`src/rtl/ws281x_bit_timing_sel.sv`:
```
// rtl/ws281x_bit_timing_sel.sv - WS281x per-bit high/period count selector (optional clamp: WS281X_CONF_CLAMP_EN)
module ws281x_bit_timing_sel #(
  parameter int CNT_W = 8
) (
  input  logic             clk_i,
  input  logic             rst_n_i,
  input  logic             bit_vld_i,
  input  logic             bit_data_i,
  input  logic [CNT_W-1:0] t0h_cnt_i,
  input  logic [CNT_W-1:0] t0s_cnt_i,
  input  logic [CNT_W-1:0] t1h_cnt_i,
  input  logic [CNT_W-1:0] t1s_cnt_i,
  output logic [CNT_W-1:0] tim_cnt_o
);

  typedef enum logic [1:0] {
    IDLE   = 2'd0,
    HIGH   = 2'd1,
    PERIOD = 2'd2
  } state_t;

  state_t           state;
  state_t           state_nxt;
  logic             bit_q;
  logic             bit_nxt;
  logic [CNT_W-1:0] cnt_q;
  logic [CNT_W-1:0] cnt_nxt;
  logic [CNT_W-1:0] high_sel;
  logic [CNT_W-1:0] high_cnt;

  // High count for the incoming bit, chosen by the bit value on the load edge
  assign high_sel = bit_data_i ? t1h_cnt_i : t0h_cnt_i;

`ifdef WS281X_CONF_CLAMP_EN
  logic [CNT_W-1:0] new_period;

  assign new_period = bit_data_i ? t1s_cnt_i : t0s_cnt_i;

  // Keep the low phase non-empty: high must stay below period, floor at zero
  always_comb begin
    high_cnt = high_sel;
    if (high_sel >= new_period) begin
      if (new_period == '0) begin
        high_cnt = '0;
      end else begin
        high_cnt = new_period - {{(CNT_W-1){1'b0}}, 1'b1};
      end
    end
  end
`else
  assign high_cnt = high_sel;
`endif

  // Next-state and next-count: a new valid bit always restarts from its high count
  always_comb begin
    state_nxt = state;
    bit_nxt   = bit_q;
    cnt_nxt   = cnt_q;
    if (bit_vld_i) begin
      bit_nxt   = bit_data_i;
      cnt_nxt   = high_cnt;
      state_nxt = HIGH;
    end else begin
      case (state)
        HIGH: begin
          cnt_nxt   = bit_q ? t1s_cnt_i : t0s_cnt_i;
          state_nxt = PERIOD;
        end
        PERIOD:  state_nxt = PERIOD;
        default: state_nxt = IDLE;
      endcase
    end
  end

  // State, latched bit and output count registers
  always_ff @(posedge clk_i or negedge rst_n_i) begin
    if (!rst_n_i) begin
      state <= IDLE;
      bit_q <= 1'b0;
      cnt_q <= '0;
    end else begin
      state <= state_nxt;
      bit_q <= bit_nxt;
      cnt_q <= cnt_nxt;
    end
  end

  assign tim_cnt_o = cnt_q;

endmodule

```
`config.mk`:
```
export PLATFORM = sky130hd
export DESIGN_NAME = ws281x_bit_timing_sel
export DESIGN_NICKNAME = d
export VERILOG_FILES = /design/src/rtl/ws281x_bit_timing_sel.sv
export SDC_FILE = /design/constraint.sdc
export NUM_CORES = 1
export LEC_CHECK = 0
export ABC_AREA = 1
export CAP_MARGIN = 0
export CORE_ASPECT_RATIO = 2
export CORE_MARGIN = 2
export CORE_UTILIZATION = 25
export DETAILED_ROUTE_END_ITERATION = 8
export PLACE_DENSITY = 0.54
export SLEW_MARGIN = 30
export SYNTH_ARGS = -nofsm -noshare
export SYNTH_HDL_FRONTEND = slang
export SYNTH_SLANG_ARGS = --single-unit
```
`constraint.sdc`:
```
create_clock -name clk_i -period 2.8 [get_ports clk_i]
set_clock_uncertainty 0.05 [all_clocks]
set_input_delay 0.7 -clock clk_i [delete_from_list [all_inputs] [get_ports clk_i]]
set_output_delay 0.7 -clock clk_i [all_outputs]
set_load 0.05 [all_outputs]
```
### Word level (Yosys, flattened, before mapping)

Index checks and enable logic that the tools add are counted.

| word-level totals | value |
|---|---|
| input bits | 36 |
| memories kept | 0 |
| RAM bits | 0 |
| flip-flop bits (word level) | 11 |
| ROM bits | 0 |
| bits in latches | 0 |
| output and inout port bits | 8 |

| operators by class | value |
|---|---|
| $mul | 0 |
| reductions and logical operators | 2 |
| eq/ne operators | 2 |
| add/subtract/negate cells | 0 |
| shifts and indexed selects | 0 |
| bitwise operators | 0 |
| $lt $le $gt $ge | 0 |
| div/mod/pow operators | 0 |
| muxes and demuxes | 6 |

Operators by type and width:

| kind | count |
|---|---|
| $mux W8 | 4 |
| $mux W2 | 2 |
| $eq A2 B1 Y1 const B | 1 |
| $eq A2 B2 Y1 const B | 1 |
| $reduce_bool A2 Y1 | 1 |
| $reduce_or A2 Y1 | 1 |

### Longest topological paths before layout

Gate-level depths: netlist (run 1).

| depth | value |
|---|---|
| depth after elaboration | 4 |
| gate-level depth with buffers | 7 |
| depth with buffers taken out | 6 |

### Worst setup path after synthesis (run 1)

No wires, ideal clock.

| path | value |
|---|---|
| path kind | register to output |
| from | reg cnt_q[0] (netlist: tim_cnt_o[0]) |
| to | out tim_cnt_o[0] |
| path slack | 1450 ps |
| arrival | 600 ps |
| required time | 2050 ps |
| stages on the path, launching flop included | 1 |
| cell sequence | dfrtp_1 |

RTL lines:

| what | RTL line | text |
|---|---|---|
| from (decl) | 26 | `logic [CNT_W-1:0] cnt_q;` |
| from (signal assigned) | 84 | `cnt_q <= cnt_nxt;` |
| to (decl) | 13 | `output logic [CNT_W-1:0] tim_cnt_o` |

No word-level cell between the ends.

### Worst setup path in the final report (run 1)

| path | value |
|---|---|
| from | reg cnt_q[0] (netlist: tim_cnt_o[0]) |
| to | out tim_cnt_o[0] |

No word-level cell between the ends.

==> results of run 1 <==
[worst register-to-register path: stages (launching register included)]
cell and delay (ps):
dfrtp_1 360, ha_1 220, nor2_4 200, inv_2 120
nand2_1 90, nand2_1 50
[layout by cell type (no fill, tap or decap)]
master and n:
nand2_1 65, clkdlybuf4s50_1 43, inv_1 34, nand3_1 16
dfrtp_1 11, inv_2 3, clkbuf_8 3, nor2_1 1
o21ai_0 1, nor2_4 1, ha_1 1, clkbuf_1 1
buf_4 1
[registers in the layout, indices dropped and copies added (netlist names)]
signal and flops:
tim_cnt_o 8, bit_q 1, state 2
[report_power, final]
part           internal, W  switching, W
sequential        0.000180     0.0000131
clock            0.0000992     0.0000500
combinational    0.0000975      0.000124
[area by class of cell]
class	instances	area (sq um)
fillers	364	1830
repair buffers	44	438
multi-input cells	85	357
flip-flops and latches	11	275
inverters	37	139
clock buffers	4	45.0
well taps	31	38.8
[per-layer routing]
layer  vias up  GRT usage, %
met3         2         0.866
met1       363          12.4
li1        478             -
met4         0          4.96
met2        26          22.9
met5         -             0
[worst paths after layout]
kind	depth (start not counted)	slack, ps	to	start
worst min register to register	2	420	tim_cnt_o[7]	tim_cnt_o[7]
worst max register to register	5	1590	tim_cnt_o[1]	state[0]
worst min-delay path	2	420	tim_cnt_o[7]	tim_cnt_o[7]
max in group asynchronous	1	1630	tim_cnt_o[5]	rst_n_i
min in group asynchronous	1	750	state[1]	rst_n_i
worst max-delay path	1	660	tim_cnt_o[0]	tim_cnt_o[0]
[cells by family after synthesis]
group	count (synthesis)
simple gates	83
buf+inv	40
flops	11
compound gates	1
fa+ha+maj	1
[through the flow]
| stage | power (W) | utilization [%] | std cells | hold slack [ps] | area [sq um] |
|---|---|---|---|---|---|
| final | 0.000563 | 41.4 | 212 | 423 | 1290 |
| after global routing | 0.000604 | 41.4 | 212 | 446 | 1290 |
| after CTS | 0.000572 | 41.4 | 212 | 429 | 1290 |
| after detailed placement | 0.000420 | 40.0 | 208 | 416 | 1250 |
| after global placement | 0.000418 | 40.0 | 208 | 412 | 1250 |
| after floorplan | 0.000321 | - | 136 | 354 | 797 |
==> results.tsv, run 1 <==
stage	metric	value	unit
status	status	complete, no violations	
placed_design	gp_congestion	0.753	
worst_setup_path	cp_num_buf_inv	1	
synthesis	yosys-top-cells-count	65 x nand2_1, 34 x inv_1, 16 x nand3_1	
synthesis	synthMuxAreaShare	0	%
placed_design	port_buffers	43	
grt	grt_pass1_vias	868	
routing	drc	0	
pwr	power.density	436	nW/um^2
synthesis	synth_edf_count	0	
routing	wl_met2	1110	microns
finish	diodes	0	
synthesis	async_reset_ff_share	100	%
synthesis	yosysMostFrequentCell	nand2_1	
grt	grt_usage	12.0	%
floorplanning	io_pins	44	
placed_design	dp_hpwl	1720	microns
worst_setup_path	critical_path.max_fanout	2	
synthesis	syn_avg_cell_area	5.86	sq um
timing	timing.fmax	467	MHz
clocking	clock_latency	230	ps
run	maxCapViolations	0	
routing	drt_wl_total	1940	microns
synthesis	synth_area	797	sq um
synthesis	synth_top_family_by_area	simple AND/OR/NAND/NOR gates	
finish	layout-drive-gt1-share	4.42	%
synthesis	ys_top_cells_by_area	dfrtp_1 35%, nand2_1 31%, inv_1 16%, nand3_1 10%, buf_4 1.9%	
timing	finalSetupViolations	0	
placed_design	dp_slack	835	ps
timing	final.setup.tns	0	ps
worst_setup_path	cp-end-kind	output port	
timing	slew_violations	0	
routing	wl_met3	80	microns
clocking	cts_tree	built	
routing	highest_layer	met4	
pwr	vdd.ir_drop.worst	202	uV
worst_setup_path	worstSetupPathType	reg -> out	
clocking	ctsRootBufferMaster	clkbuf_8	
floorplanning	die_h	83.9	microns
floorplanning	die_w	43.9	microns
routing	dr.first_iter.drc_count	2	
worst_setup_path	crit_slowest_cell	clkdlybuf4s50_1	
routing	vias_per_cell	4.10	
clocking	cts.clk_slew.worst_paths	50	ps
synthesis	yosys.area_share.simple	42.5	%
floorplanning	die-area	3680	sq um
synthesis	synth_xor_area_share	0	%
synthesis	synth_largest_area_cell	dfrtp_1	
clocking	clock_path_buffers	2	
grt	grt_overflow	0	
grt	antenna_found_initial	0	
clocking	cts_setup_buffers	0	
worst_setup_path	crit_family	buffers and inverters	
routing	first_pass_iters	2	
synthesis	syn_inst	136	
grt	grt_max_degree	12	
synthesis	ys_seq_area_share	34.5	%
floorplanning	fp-row-count	29	
worst_setup_path	cpPeakStageDelay	810	ps
timing	rsz0062_at_grt	no	
worst_setup_path	start_kind	flip-flop	
clocking	cts_max_level	1	
timing	worstMarginPinSlew	491	ps
finish	nets	219	
clocking	numCtsBuffers	3	
floorplanning	placeableCoreArea	3120	sq um
worst_setup_path	cp_data_arrival_time	1390	ps
synthesis	synth_compound_area_share	0.628	%
synthesis	ys_ff_latch	11	
routing	num_vias	869	
worst_setup_path	crit_chain	clkdlybuf4s50_1	
routing	ant_nets	0	
synthesis	synthDistinctLibCells	11	
finish	syn2layout_area_growth	62.2	%
worst_hold_path	hp-class	reg -> reg	
timing	worst_slack	659	ps
routing	post_drt_wl_per_cell	9.16	microns
floorplanning	initial_utilization	25.5	%
pwr	power_leakage	0.738	nW
timing	hold_viol	0	
grt	grt_pass1_wl	3460	microns
clocking	cts-resized-gates	0	
timing	period_share	76.5	%
timing	min_period	2140	ps
synthesis	yosysWarnings	0	
routing	wl_met1	716	microns
synthesis	postSynthNetCount	173	
timing	maxSlewHeadroom	67.2	%
clocking	clock_sinks	11	
worst_setup_path	crit_required	2050	ps
synthesis	synth_fa_ha_area_share	1.57	%
synthesis	yosysTopAreaCellShare	34.5	%
clocking	holdBufCountCts	0	
synthesis	synth_flop_cell	dfrtp_1	
(Power assumes the default switching activity.)
==> run 2, diff against run 1 <==
clock period = 2 ns   (was 2.8 ns; I/O delays follow)
==> run 2 against run 1 <==
Sequential share of layout area rose by 0.34 points. Utilization fell by 0.64 points. Global-route usage rose by 0.37 points. Cell count did not move. Die area did not move. Clock power rose by 42%. First-iteration DRC count rose to 4.0 times the previous value. Setup slack got worse by 170 ps. Final area fell by 1.5%. Combinational power rose by 36%. Critical path depth rose by 6. Register-to-register slack got worse by 790 ps. Largest cell class unchanged. Largest power group unchanged.
==> results.tsv, run 2 (synthesis results as in run 1) <==
stage	metric	value	unit
status	status	complete, no violations	
clocking	cts_max_level	1	
timing	slew_violations	0	
pwr	swShare	33.7	%
worst_setup_path	start_kind	primary input	
finish	nets	219	
placed_design	port_buffers	43	
worst_setup_path	cp_data_arrival_time	1630	ps
timing	hold_viol	0	
grt	antenna_found_initial	0	
timing	period_share	75.3	%
timing	maxSlewHeadroom	68.6	%
clocking	cts-resized-gates	0	
worst_setup_path	critical_path.max_fanout	10	
placed_design	dp_hpwl	1770	microns
finish	largest_register_ffs	8	
clocking	clock_latency	230	ps
pwr	power_leakage	0.747	nW
grt	grt_pass1_wl	3510	microns
clocking	clock_path_buffers	2	
routing	ant_nets	0	
worst_setup_path	cpPeakStageDelay	660	ps
floorplanning	die-area	3680	sq um
finish	syn2layout_area_growth	59.7	%
grt	grt_usage	12.4	%
placed_design	gp_congestion	0.778	
pwr	vdd.ir_drop.worst	178	uV
clocking	holdBufCountCts	0	
clocking	clock_sinks	11	
floorplanning	die_w	43.9	microns
floorplanning	placeableCoreArea	3120	sq um
routing	drt_wl_total	1980	microns
clocking	cts_tree	built	
pwr	power	0.000782	W
grt	grt_pass1_vias	894	
routing	first_pass_iters	4	
timing	finalSetupViolations	0	
worst_setup_path	crit_slowest_cell	clkdlybuf4s50_1	
run	maxCapViolations	0	
finish	diodes	0	
worst_setup_path	crit_chain	clkdlybuf4s50_1, inv_2, nand2_1, nand3_1, nand2_1, nand2_1, nand2_1	
finish	layout_common_cells	65 x nand2_1, 35 x clkdlybuf4s50_1, 34 x inv_1	
routing	post_drt_wl_per_cell	9.35	microns
grt	grt_max_degree	12	
floorplanning	fp-row-count	29	
pwr	power_frac_comb	38.6	%
clocking	cts_setup_buffers	0	
pwr	p_sw	0.000263	W
timing	whs	424	ps
timing	worstMarginPinSlew	470	ps
routing	drc	0	
pwr	pwr-share-clk	26.9	%
worst_setup_path	cp-end-kind	flip-flop	
grt	grt_overflow	0	
pwr	p_seq_share	34.5	%
finish	final_common_cell	nand2_1	
floorplanning	initial_utilization	25.5	%
floorplanning	io_pins	44	
pwr	internal_power	0.000519	W
worst_hold_path	hp-class	reg -> reg	
worst_setup_path	crit_top_cell	nand2_1	
timing	rsz0062_at_grt	no	
timing	min_period	1510	ps
pwr	power.density	614	nW/um^2
routing	dr.first_iter.drc_count	8	
finish	post-route-util	40.8	%
floorplanning	die_h	83.9	microns
worst_setup_path	worstSetupPathType	in -> reg	
clocking	cts.clk_slew.worst_paths	50	ps
finish	layout-drive-gt1-share	8.84	%
routing	num_vias	890	
timing	final.setup.tns	0	ps
routing	vias_per_cell	4.20	
clocking	numCtsBuffers	3	
timing	timing.fmax	664	MHz
worst_setup_path	crit_required	2120	ps
clocking	ctsRootBufferMaster	clkbuf_8	
run 2: cell count changes in the layout (fill, tap and decap cells not counted):
cell             previous run  this run
clkdlybuf4s50_1            43        35
buf_4                       1         9
run 2: layout make-up:
cell class	count	area, sq um
fill	360	1850
timing repair buffer	44	418
multi-input combinational	85	357
sequential	11	275
inverter	37	139
clock buffer	4	45.0
tap	31	38.8
run 2: through the flow:
step	std cells	setup WS (ps)	instance area (sq um)
global placement	208	258	1230
finish	212	494	1270
CTS	212	476	1270
global route	212	354	1270
detailed placement	208	243	1230
floorplan	136	850	797
run 2: final timing paths:
path / slack, ps / end / cells after the start / startpoint
max reg2reg: 800 / tim_cnt_o[6] / 5 / state[0]
min in group asynchronous: 550 / tim_cnt_o[4] / 1 / rst_n_i
max in group asynchronous: 1040 / tim_cnt_o[2] / 1 / rst_n_i
min reg2reg: 420 / tim_cnt_o[7] / 2 / tim_cnt_o[7]
min: 420 / tim_cnt_o[7] / 2 / tim_cnt_o[7]
max: 490 / tim_cnt_o[6] / 7 / bit_data_i
run 2: power groups by stage:
stage          combinational, W  clock (W)  sequential, W
2_1_floorplan         0.0000972          0       0.000352
3_3_place_gp           0.000303          0       0.000273
3_5_place_dp           0.000305          0       0.000274
4_1_cts                0.000306   0.000219       0.000271
5_1_grt                0.000333   0.000223       0.000273
6_report               0.000301   0.000211       0.000270
run 2: worst max-delay path, delay by kind of cell:
kind | cells | cell delay, ps
and+or+nand+nor | 5 | 320
buffers and inverters | 2 | 800
run 2: metal layers:
metal	vias to the layer above	GRT usage [%]	part of all wire [%]
li1	476	-	-
met3	4	0.216	4.7
met5	-	0	0
met4	0	9.64	2.8
met1	382	12.5	37
met2	28	22.1	56
